File: src/rtl/axi_pkg.sv
`default_nettype none
// ============================================================================
// Module   : axi_pkg
// Purpose  : Shared definitions for the single-byte AXI DMA core: bus
//            geometry, AXI response codes and the transfer state encoding.
// Contents : ADDR_W / DATA_W / BYTE_W / LANE_W geometry constants,
//            RESP_OKAY / RESP_SLVERR response codes, state_t enum.
// Revision : 1.0 - initial release
// ============================================================================
package axi_pkg;

    // Bus geometry (fixed: 32-bit address, 64-bit data, byte lanes)
    localparam int ADDR_W = 32;
    localparam int DATA_W = 64;
    localparam int BYTE_W = 8;
    localparam int LANES  = DATA_W / BYTE_W;
    localparam int LANE_W = 3;
    localparam int STRB_W = LANES;

    // AXI response codes; the core completes regardless of the value
    localparam logic [1:0] RESP_OKAY   = 2'b00;
    localparam logic [1:0] RESP_SLVERR = 2'b10;

    // Transfer sequencing
    typedef enum logic [2:0] {
        ST_IDLE    = 3'd0,
        ST_RD_ADDR = 3'd1,
        ST_RD_DATA = 3'd2,
        ST_WR      = 3'd3,
        ST_WR_RESP = 3'd4
    } state_t;

endpackage : axi_pkg
`default_nettype wire

File: src/rtl/axi_byte_io_core_if.sv
`default_nettype none
// ============================================================================
// Module   : axi_byte_io_core_if
// Purpose  : Single-beat AXI4 read/write channel bundle used between the
//            byte DMA core (master) and system memory (slave).
// Signals  : AR  araddr / arvalid / arready
//            R   rdata / rresp / rvalid / rready
//            AW  awaddr / awvalid / awready
//            W   wdata / wstrb / wvalid / wready
//            B   bresp / bvalid / bready
// Modports : master (DMA side), slave (memory side)
// Revision : 1.0 - initial release
// ============================================================================
interface axi_byte_io_core_if;
    import axi_pkg::*;

    // Read address channel
    logic [ADDR_W-1:0] araddr;
    logic              arvalid;
    logic              arready;
    // Read data channel
    logic [DATA_W-1:0] rdata;
    logic [1:0]        rresp;
    logic              rvalid;
    logic              rready;
    // Write address channel
    logic [ADDR_W-1:0] awaddr;
    logic              awvalid;
    logic              awready;
    // Write data channel
    logic [DATA_W-1:0] wdata;
    logic [STRB_W-1:0] wstrb;
    logic              wvalid;
    logic              wready;
    // Write response channel
    logic [1:0]        bresp;
    logic              bvalid;
    logic              bready;

    modport master (
        output araddr, arvalid, rready,
        output awaddr, awvalid, wdata, wstrb, wvalid, bready,
        input  arready, rdata, rresp, rvalid,
        input  awready, wready, bresp, bvalid
    );

    modport slave (
        input  araddr, arvalid, rready,
        input  awaddr, awvalid, wdata, wstrb, wvalid, bready,
        output arready, rdata, rresp, rvalid,
        output awready, wready, bresp, bvalid
    );

endinterface : axi_byte_io_core_if
`default_nettype wire

File: src/rtl/axi_byte_io_core.sv
`default_nettype none
// ============================================================================
// Module   : axi_byte_io_core
// Purpose  : Single-byte DMA engine. Each start performs exactly one byte
//            read or one byte write as a single-beat AXI access on a 64-bit
//            bus, then pulses done.
// Ports    : aclk        in   clock, rising edge
//            areset      in   synchronous active-high reset
//            busy        out  transfer in progress (includes the done cycle)
//            write       in   1 = write data_write, 0 = read into data_read
//            addr        in   byte address (sampled on start)
//            data_read   out  byte returned by the last completed read
//            data_write  in   byte to write (sampled on start)
//            start       in   one-cycle request pulse, honoured only when idle
//            done        out  one-cycle completion pulse
//            m_axi       AXI master channel bundle
// Revision : 1.0 - initial release
// ============================================================================
module axi_byte_io_core
    import axi_pkg::*;
(
    input  logic                aclk,
    input  logic                areset,
    output logic                busy,
    input  logic                write,
    input  logic [ADDR_W-1:0]   addr,
    output logic [BYTE_W-1:0]   data_read,
    input  logic [BYTE_W-1:0]   data_write,
    input  logic                start,
    output logic                done,
    axi_byte_io_core_if.master  m_axi
);

    // ------------------------------------------------------------------
    // State
    // ------------------------------------------------------------------
    state_t              state_q,     state_d;
    logic [ADDR_W-1:0]   addr_q,      addr_d;
    logic [BYTE_W-1:0]   wbyte_q,     wbyte_d;
    logic                aw_done_q,   aw_done_d;   // AW handshake already taken
    logic                w_done_q,    w_done_d;    // W handshake already taken
    logic [BYTE_W-1:0]   data_read_q, data_read_d;
    logic                done_q,      done_d;

    logic [LANE_W-1:0]   lane;
    logic                aw_fin;
    logic                w_fin;
    logic                unused_resp;

    assign lane = addr_q[LANE_W-1:0];

    // Response codes carry no meaning for this core: an error still completes.
    assign unused_resp = ^{m_axi.rresp, m_axi.bresp};

    // ------------------------------------------------------------------
    // Registers
    // ------------------------------------------------------------------
    always_ff @(posedge aclk) begin
        if (areset) begin
            state_q     <= ST_IDLE;
            addr_q      <= '0;
            wbyte_q     <= '0;
            aw_done_q   <= 1'b0;
            w_done_q    <= 1'b0;
            data_read_q <= '0;
            done_q      <= 1'b0;
        end else begin
            state_q     <= state_d;
            addr_q      <= addr_d;
            wbyte_q     <= wbyte_d;
            aw_done_q   <= aw_done_d;
            w_done_q    <= w_done_d;
            data_read_q <= data_read_d;
            done_q      <= done_d;
        end
    end

    // ------------------------------------------------------------------
    // Next-state logic
    // ------------------------------------------------------------------
    always_comb begin
        state_d     = state_q;
        addr_d      = addr_q;
        wbyte_d     = wbyte_q;
        aw_done_d   = aw_done_q;
        w_done_d    = w_done_q;
        data_read_d = data_read_q;
        done_d      = 1'b0;
        // A channel counts as finished once its handshake has happened,
        // either in an earlier cycle or in this one.
        aw_fin      = aw_done_q | m_axi.awready;
        w_fin       = w_done_q  | m_axi.wready;

        case (state_q)
            ST_IDLE: begin
                // The done cycle still counts as busy, so a start coinciding
                // with done is dropped rather than queued.
                if (start && !done_q) begin
                    addr_d    = addr;
                    wbyte_d   = data_write;
                    aw_done_d = 1'b0;
                    w_done_d  = 1'b0;
                    state_d   = write ? ST_WR : ST_RD_ADDR;
                end
            end

            ST_RD_ADDR: begin
                if (m_axi.arready) begin
                    state_d = ST_RD_DATA;
                end
            end

            ST_RD_DATA: begin
                if (m_axi.rvalid) begin
                    data_read_d = m_axi.rdata[{lane, 3'b000} +: BYTE_W];
                    done_d      = 1'b1;
                    state_d     = ST_IDLE;
                end
            end

            ST_WR: begin
                // AW and W complete independently and in any order.
                aw_done_d = aw_fin;
                w_done_d  = w_fin;
                if (aw_fin && w_fin) begin
                    state_d = ST_WR_RESP;
                end
            end

            ST_WR_RESP: begin
                if (m_axi.bvalid) begin
                    done_d  = 1'b1;
                    state_d = ST_IDLE;
                end
            end

            default: begin
                state_d = ST_IDLE;
            end
        endcase
    end

    // ------------------------------------------------------------------
    // AXI outputs: all derived from registered state, so address and data
    // stay stable for as long as a valid is held.
    // ------------------------------------------------------------------
    assign m_axi.araddr  = {addr_q[ADDR_W-1:LANE_W], {LANE_W{1'b0}}};
    assign m_axi.arvalid = (state_q == ST_RD_ADDR);
    assign m_axi.rready  = (state_q == ST_RD_DATA);

    assign m_axi.awaddr  = {addr_q[ADDR_W-1:LANE_W], {LANE_W{1'b0}}};
    assign m_axi.awvalid = (state_q == ST_WR) && !aw_done_q;
    assign m_axi.wvalid  = (state_q == ST_WR) && !w_done_q;
    // Byte replicated across every lane; the strobe selects the one written.
    assign m_axi.wdata   = {LANES{wbyte_q}};
    assign m_axi.wstrb   = {{(STRB_W-1){1'b0}}, 1'b1} << lane;
    assign m_axi.bready  = (state_q == ST_WR_RESP);

    // ------------------------------------------------------------------
    // Status outputs
    // ------------------------------------------------------------------
    assign busy      = (state_q != ST_IDLE) || done_q;
    assign done      = done_q;
    assign data_read = data_read_q;

endmodule : axi_byte_io_core
`default_nettype wire

File: src/flat_wrapper.sv
// flat-port wrapper written by rule: the top's interface ports become plain ports
module axi_byte_io_core_flat import axi_pkg::*;
  (aclk, areset, busy, write, addr, data_read, data_write, start, done, m_axi_araddr, m_axi_arvalid, m_axi_rready, m_axi_awaddr, m_axi_awvalid, m_axi_wdata, m_axi_wstrb, m_axi_wvalid, m_axi_bready, m_axi_arready, m_axi_rdata, m_axi_rresp, m_axi_rvalid, m_axi_awready, m_axi_wready, m_axi_bresp, m_axi_bvalid);
  axi_byte_io_core_if m_axi_i ();
  input  logic aclk;
  input  logic areset;
  output logic busy;
  input  logic write;
  input  logic [ADDR_W-1:0] addr;
  output logic [BYTE_W-1:0] data_read;
  input  logic [BYTE_W-1:0] data_write;
  input  logic start;
  output logic done;
  output wire logic [$bits(m_axi_i.araddr)-1:0] m_axi_araddr;
  output wire logic [$bits(m_axi_i.arvalid)-1:0] m_axi_arvalid;
  output wire logic [$bits(m_axi_i.rready)-1:0] m_axi_rready;
  output wire logic [$bits(m_axi_i.awaddr)-1:0] m_axi_awaddr;
  output wire logic [$bits(m_axi_i.awvalid)-1:0] m_axi_awvalid;
  output wire logic [$bits(m_axi_i.wdata)-1:0] m_axi_wdata;
  output wire logic [$bits(m_axi_i.wstrb)-1:0] m_axi_wstrb;
  output wire logic [$bits(m_axi_i.wvalid)-1:0] m_axi_wvalid;
  output wire logic [$bits(m_axi_i.bready)-1:0] m_axi_bready;
  input wire logic [$bits(m_axi_i.arready)-1:0] m_axi_arready;
  input wire logic [$bits(m_axi_i.rdata)-1:0] m_axi_rdata;
  input wire logic [$bits(m_axi_i.rresp)-1:0] m_axi_rresp;
  input wire logic [$bits(m_axi_i.rvalid)-1:0] m_axi_rvalid;
  input wire logic [$bits(m_axi_i.awready)-1:0] m_axi_awready;
  input wire logic [$bits(m_axi_i.wready)-1:0] m_axi_wready;
  input wire logic [$bits(m_axi_i.bresp)-1:0] m_axi_bresp;
  input wire logic [$bits(m_axi_i.bvalid)-1:0] m_axi_bvalid;
  assign m_axi_araddr = m_axi_i.araddr;
  assign m_axi_arvalid = m_axi_i.arvalid;
  assign m_axi_rready = m_axi_i.rready;
  assign m_axi_awaddr = m_axi_i.awaddr;
  assign m_axi_awvalid = m_axi_i.awvalid;
  assign m_axi_wdata = m_axi_i.wdata;
  assign m_axi_wstrb = m_axi_i.wstrb;
  assign m_axi_wvalid = m_axi_i.wvalid;
  assign m_axi_bready = m_axi_i.bready;
  assign m_axi_i.arready = m_axi_arready;
  assign m_axi_i.rdata = m_axi_rdata;
  assign m_axi_i.rresp = m_axi_rresp;
  assign m_axi_i.rvalid = m_axi_rvalid;
  assign m_axi_i.awready = m_axi_awready;
  assign m_axi_i.wready = m_axi_wready;
  assign m_axi_i.bresp = m_axi_bresp;
  assign m_axi_i.bvalid = m_axi_bvalid;
  axi_byte_io_core u_core (.aclk(aclk), .areset(areset), .busy(busy), .write(write), .addr(addr), .data_read(data_read), .data_write(data_write), .start(start), .done(done), .m_axi(m_axi_i));
endmodule
File: config.mk
export PLATFORM = sky130hd
export DESIGN_NAME = axi_byte_io_core_flat
export DESIGN_NICKNAME = d
export VERILOG_FILES = /design/src/rtl/axi_pkg.sv /design/src/rtl/axi_byte_io_core_if.sv /design/src/rtl/axi_byte_io_core.sv /design/src/flat_wrapper.sv
export SDC_FILE = /design/constraint.sdc
export NUM_CORES = 1
export LEC_CHECK = 0
export ABC_AREA = 1
export CORE_MARGIN = 3
export CORE_UTILIZATION = 37
export CTS_BUF_LIST = sky130_fd_sc_hd__clkbuf_16
export CTS_CLUSTER_SIZE = 30
export DETAILED_ROUTE_END_ITERATION = 16
export GPL_ROUTABILITY_DRIVEN = 0
export HOLD_SLACK_MARGIN = 0.03
export PLACE_DENSITY = 0.95
export SYNTH_ARGS = -nofsm -noshare
export SYNTH_HDL_FRONTEND = slang
export SYNTH_SLANG_ARGS = --single-unit
File: constraint.sdc
create_clock -name aclk -period 1.95 [get_ports aclk]
set_input_delay 0.585 -clock aclk [delete_from_list [all_inputs] [get_ports aclk]]
set_output_delay 0.585 -clock aclk [all_outputs]
set_load 0.02 [all_outputs]
## Word level (Yosys, flattened, before mapping)

Index checks and enable logic that the tools add are counted.

- Register bits: 54
- Input port bits: 117
- Word-level logic and storage cells: 48
- Output and inout port bits: 151

- Reduce and logical (&&, ||, !) cells: 15
- Equal/unequal tests: 9
- Mux-type cells: 13
- Shift-type cells: 2
- Bitwise operators: 2

Operator list:

| kind | count |
|---|---|
| indexed part select 64 x 7 -> 8 bit | 1 |
| 2-to-1 mux 3 bit | 5 |
| one-hot mux 3 bit (5 select lines) | 1 |
| inequality test 2 x 1 -> 1 bit (second input constant) | 5 |
| left shift 1 x 3 -> 8 bit (first input constant) | 1 |
| equality test 3 x 2 -> 1 bit (second input constant) | 2 |
| one-hot mux 1 bit (2 select lines) | 3 |
| AND reduction 2 bit | 3 |
| AND reduction 5 bit | 1 |
| logical AND 1 bit | 4 |
| equality test 3 x 1 -> 1 bit (second input constant) | 1 |
| equality test 3 bit (second input constant) | 1 |
| logical NOT 1 bit | 3 |
| logical NOT 3 bit | 1 |
| 2-to-1 mux 1 bit | 3 |
| nonzero test 3 bit | 1 |
| 2-to-1 mux 2 bit | 1 |
| bitwise OR 1 bit | 2 |
| nonzero test 2 bit | 1 |
| logical OR 1 bit | 1 |

## Depth between registers and ports, before layout

- Depth after elaboration: 4
- Gate-level depth with buffers: 9
- Mapped depth without buffers: 9

## Least setup slack after synthesis

Ideal clock, no wire load.

- Path kind: reg-to-output
- From: reg u_core.addr_q[0]
- To: out m_axi_wstrb[0]
- Slack: 280 ps
- Data arrival time: 1,085 ps
- Stages on the path, launching flop included: 5
- Required time: 1,365 ps
- Path buffers: 1
- Cells stage by stage: dfxtp_1 -> buf_4 -> nor2_1 -> inv_1 -> nor2_1

- Cells in the longest elaborated chain, start to end: 1

RTL lines:

| element | line | source |
|---|---|---|
| start, declared | axi_byte_io_core.sv:38 | `logic [ADDR_W-1:0] addr_q, addr_d;` |
| start signal, assigned | axi_byte_io_core.sv:69 | `addr_q <= addr_d;` |
| left shift 1 x 3 -> 8 bit | axi_byte_io_core.sv:156 | `assign m_axi.wstrb = {{(STRB_W-1){1'b0}}, 1'b1} << lane;` |
| end, declared | flat_wrapper.sv:20 | `output wire logic [$bits(m_axi_i.wstrb)-1:0] m_axi_wstrb;` |

No other way between the ends.

## Final worst setup path

- From: reg u_core.addr_q[2]
- To: out m_axi_wstrb[6]

Same word-level chain as after synthesis.

==> results.sh <==
export IMPL_netlist_instances=552
export IMPL_seq_area_frac_synth_pct=30.2
export IMPL_globalRouteMet3Util_pct=4.53
export IMPL_place_area_mm2=0.00554
export IMPL_synth_area_leaders="sky130_fd_sc_hd__dfxtp_1 (30%), sky130_fd_sc_hd__buf_4 (26%), sky130_fd_sc_hd__nand2_1 (15%)"
export IMPL_async_reset_ff_share_pct=0
export IMPL_design_final_nets=820
export IMPL_grt_use_met1_pct=24.4
export IMPL_dpl_worst_slack_ns=-0.0879
export IMPL_die_area_mm2=0.0109
export IMPL_static_leakage_power_nw=2.69
export IMPL_global_route_wire_length_before_repair_mm=17.8
export IMPL_cell_internal_power_dissipation_mw=4.08
export IMPL_worstHoldPathType="reg -> reg"
export IMPL_drtAntennaViolNets=0
export IMPL_synthFlopType="sky130_fd_sc_hd__dfxtp_1"
export IMPL_final_min_clock_period_ns=1.91
export IMPL_clock_sink_count=54
export IMPL_io_buffer_count=257
export IMPL_sw_share_pct=46.1
export IMPL_final_setup_viol_count=0
export IMPL_vias_in_the_first_global_route=3477
export IMPL_crit_required_ns=1.36
export IMPL_drive_above_1_share_pct=8.10
export IMPL_gr_usage_met2_pct=34.5
export IMPL_worstSetupEndpointType="primary output"
export IMPL_detail_route_first_pass_iterations=4
export IMPL_power_combinational_fraction_pct=62.9
export IMPL_initial_utilization_pct=38.4
export IMPL_sum_of_routed_wire_length_over_all_layers_mm=11.2
export IMPL_initial_antenna_violation_count=0
export IMPL_die_height_um=104
export IMPL_grt_use_total_pct=19.7
export IMPL_yosys_warnings=0
export IMPL_power_frac_seq_pct=23.6
export IMPL_worst_endpoint_arrival_ns=1.33
export IMPL_stdcell_area_mm2=0.00561
export IMPL_vias=3732
export IMPL_ys_top_cells_by_count="sky130_fd_sc_hd__nand2_1 (144), sky130_fd_sc_hd__buf_4 (124), sky130_fd_sc_hd__nor2_1 (94)"
export IMPL_wl_per_cell_um=13.5
export IMPL_number_of_distinct_library_cells_after_synthesis=21
export IMPL_synth_most_common_cell="sky130_fd_sc_hd__nand2_1"
export IMPL_synth_top_area_share_pct=30.2
export IMPL_die_w_um=104
export IMPL_timing_final_ws_setup_ns=0.0379
export IMPL_synth_seq_cells=54
export IMPL_clockBufferDepth=2
export IMPL_power_density_mw_per_mm2=1350
export IMPL_timing_worst_setup_path_type="reg -> out"
export IMPL_finClkSkew_ns=0.00705
export IMPL_detail_route_iter0_violations=230
export IMPL_postSynthAreaPerCell_um2=6.48
export IMPL_global_route_overflow_total=0
export IMPL_type_of_element_launching_the_critical_path="flip-flop"
export IMPL_vdd_ir_drop_worst_mv=0.543
export IMPL_run_status="completed"
export IMPL_cts_repair_timing_setup_buffer_count=0
export IMPL_finish_utilization_pct=60.2
export IMPL_maxClockFrequency_mhz=523
export IMPL_core_region_area_mm2=0.00933
export IMPL_path_max_fanout=7
export IMPL_viasPerCell=4.48
export IMPL_clkLatencyLatePin_ns=0.29
export IMPL_grt_busiest_layer="met2"
export IMPL_slew_violations=0
export IMPL_pwr_share_clk_pct=13.5
export IMPL_synth_top_cell_by_area="sky130_fd_sc_hd__dfxtp_1"
export IMPL_mapped_area_mm2=0.00358
export IMPL_timing_final_hold_violations=0
export IMPL_p_sw_mw=3.48
export IMPL_drc_errors=0
export IMPL_cts_root_buffer="sky130_fd_sc_hd__clkbuf_16"
export IMPL_grt_max_degree=33
export IMPL_area_delta_synth_final_pct=56.9
export IMPL_power_mw=7.56
export IMPL_htree_num_levels=2
export IMPL_timing_final_crit_share_pct=98.1
export IMPL_maxCapViolations=0
export IMPL_clk_transition_reported_paths_ns=0.07
export IMPL_cts_buffers_inserted=5
export IMPL_std_cell_rows=35
export IMPL_cts_hold_fix_buffers=0
export IMPL_tritoncts="done"
export IMPL_num_io_pins=268
export IMPL_dp_hpwl_mm=8.97
export IMPL_antenna_diode_count=0
export IMPL_synth_enable_flop_cells=0
-- worst max-delay path, cell delays in order, from the launching register on --
cell	delay [ns]
sky130_fd_sc_hd__dfxtp_1	0.38
sky130_fd_sc_hd__inv_1	0.16
sky130_fd_sc_hd__nor2_1	0.13
sky130_fd_sc_hd__dlygate4sd2_1	0.37
-- final timing paths --
path,cells after the start,startpoint,end,slack (ns)
max,3,u_core.addr_q[2]$_SDFFE_PP0P_,m_axi_wstrb[6],0.04
min,2,u_core.data_read[7]$_SDFFE_PP0P_,u_core.data_read[7]$_SDFFE_PP0P_,0.46
max reg2reg,6,u_core.state_q[0]$_SDFFE_PP0P_,u_core.addr_q[23]$_SDFFE_PP0P_,0.47
min reg2reg,2,u_core.data_read[7]$_SDFFE_PP0P_,u_core.data_read[7]$_SDFFE_PP0P_,0.46
-- power groups by stage --
stage	clock [mW]	combinational, mW	sequential, mW
6_report	1.02	4.76	1.78
5_1_grt	1.10	5.11	1.85
4_1_cts	1.06	4.79	1.78
3_5_place_dp	0	5.12	1.82
3_3_place_gp	0	5.04	1.80
2_1_floorplan	0	3.52	1.83
-- cells in the final DEF (no fill, tap or decap), types with 3 or more instances in the layout --
cell type                         Yosys  final
sky130_fd_sc_hd__dlygate4sd2_1        0     68
sky130_fd_sc_hd__buf_12               0      3
sky130_fd_sc_hd__clkbuf_16            0      5
sky130_fd_sc_hd__a21oi_1             19     19
sky130_fd_sc_hd__clkbuf_2             1      3
sky130_fd_sc_hd__nand3_1             26     26
sky130_fd_sc_hd__clkdlybuf4s15_2      0      3
sky130_fd_sc_hd__nand2_1            144    144
sky130_fd_sc_hd__inv_2                5      5
sky130_fd_sc_hd__clkdlybuf4s50_1      0    179
sky130_fd_sc_hd__buf_4              124     23
sky130_fd_sc_hd__o21ai_0             37     37
sky130_fd_sc_hd__nor2_2               2      3
sky130_fd_sc_hd__conb_1               1      6
sky130_fd_sc_hd__inv_1               16     16
sky130_fd_sc_hd__dfxtp_1             54     51
sky130_fd_sc_hd__nor2_1              94     93
sky130_fd_sc_hd__dfxtp_2              0      3
sky130_fd_sc_hd__o21ai_1              5      5
-- timing repair --
action,in CTS,in global routing
resized for setup,91,13
endpoints found under the setup margin,78,10
pin swaps,0,0
-- metrics by stage --
stage          hold WS [ns]  instances    TNS, ns
6_report              0.464        833          0
3_3_place_gp          0.452        825     -0.439
2_1_floorplan         0.453        557          0
4_1_cts               0.466        833    -0.0143
5_1_grt               0.476        833  -0.000285
3_5_place_dp          0.455        825     -0.931
-- flip-flops by register name, indices dropped and copies added (netlist names) --
signal,cells
u_core.done,1
u_core.w_done_q,1
u_core.addr_q,32
u_core.wbyte_q,8
u_core.data_read,8
u_core.state_q,3
u_core.aw_done_q,1
-- cell families (layout without fill, tap and decap cells) --
kind of cell / Yosys count / after routing / share of synthesized area, %
AOI/OAI and AO/OA: 61 / 61 / 8.53
buffers and inverters: 165 / 312 / 30.9
DFF: 54 / 54 / 30.2
other: 1 / 6 / 0.105
and+or+nand+nor: 271 / 271 / 30.3
-- final cells by class --
cell class	count	area (µm²)
clock buffers	5	125
clock inverters	3	47.5
fillers	882	3710
inverters	21	78.8
multi-input cells	338	1420
flip-flops and latches	54	1080
well taps	129	161
repair buffers	283	2700
-- layer usage --
layer / share of wire [%] / wire [µm]
met5: 0 / 0
met1: 40 / 4510
met3: 7.8 / 872
met4: 2.2 / 244
met2: 50 / 5580
Power figures use the tool's default switching activity.
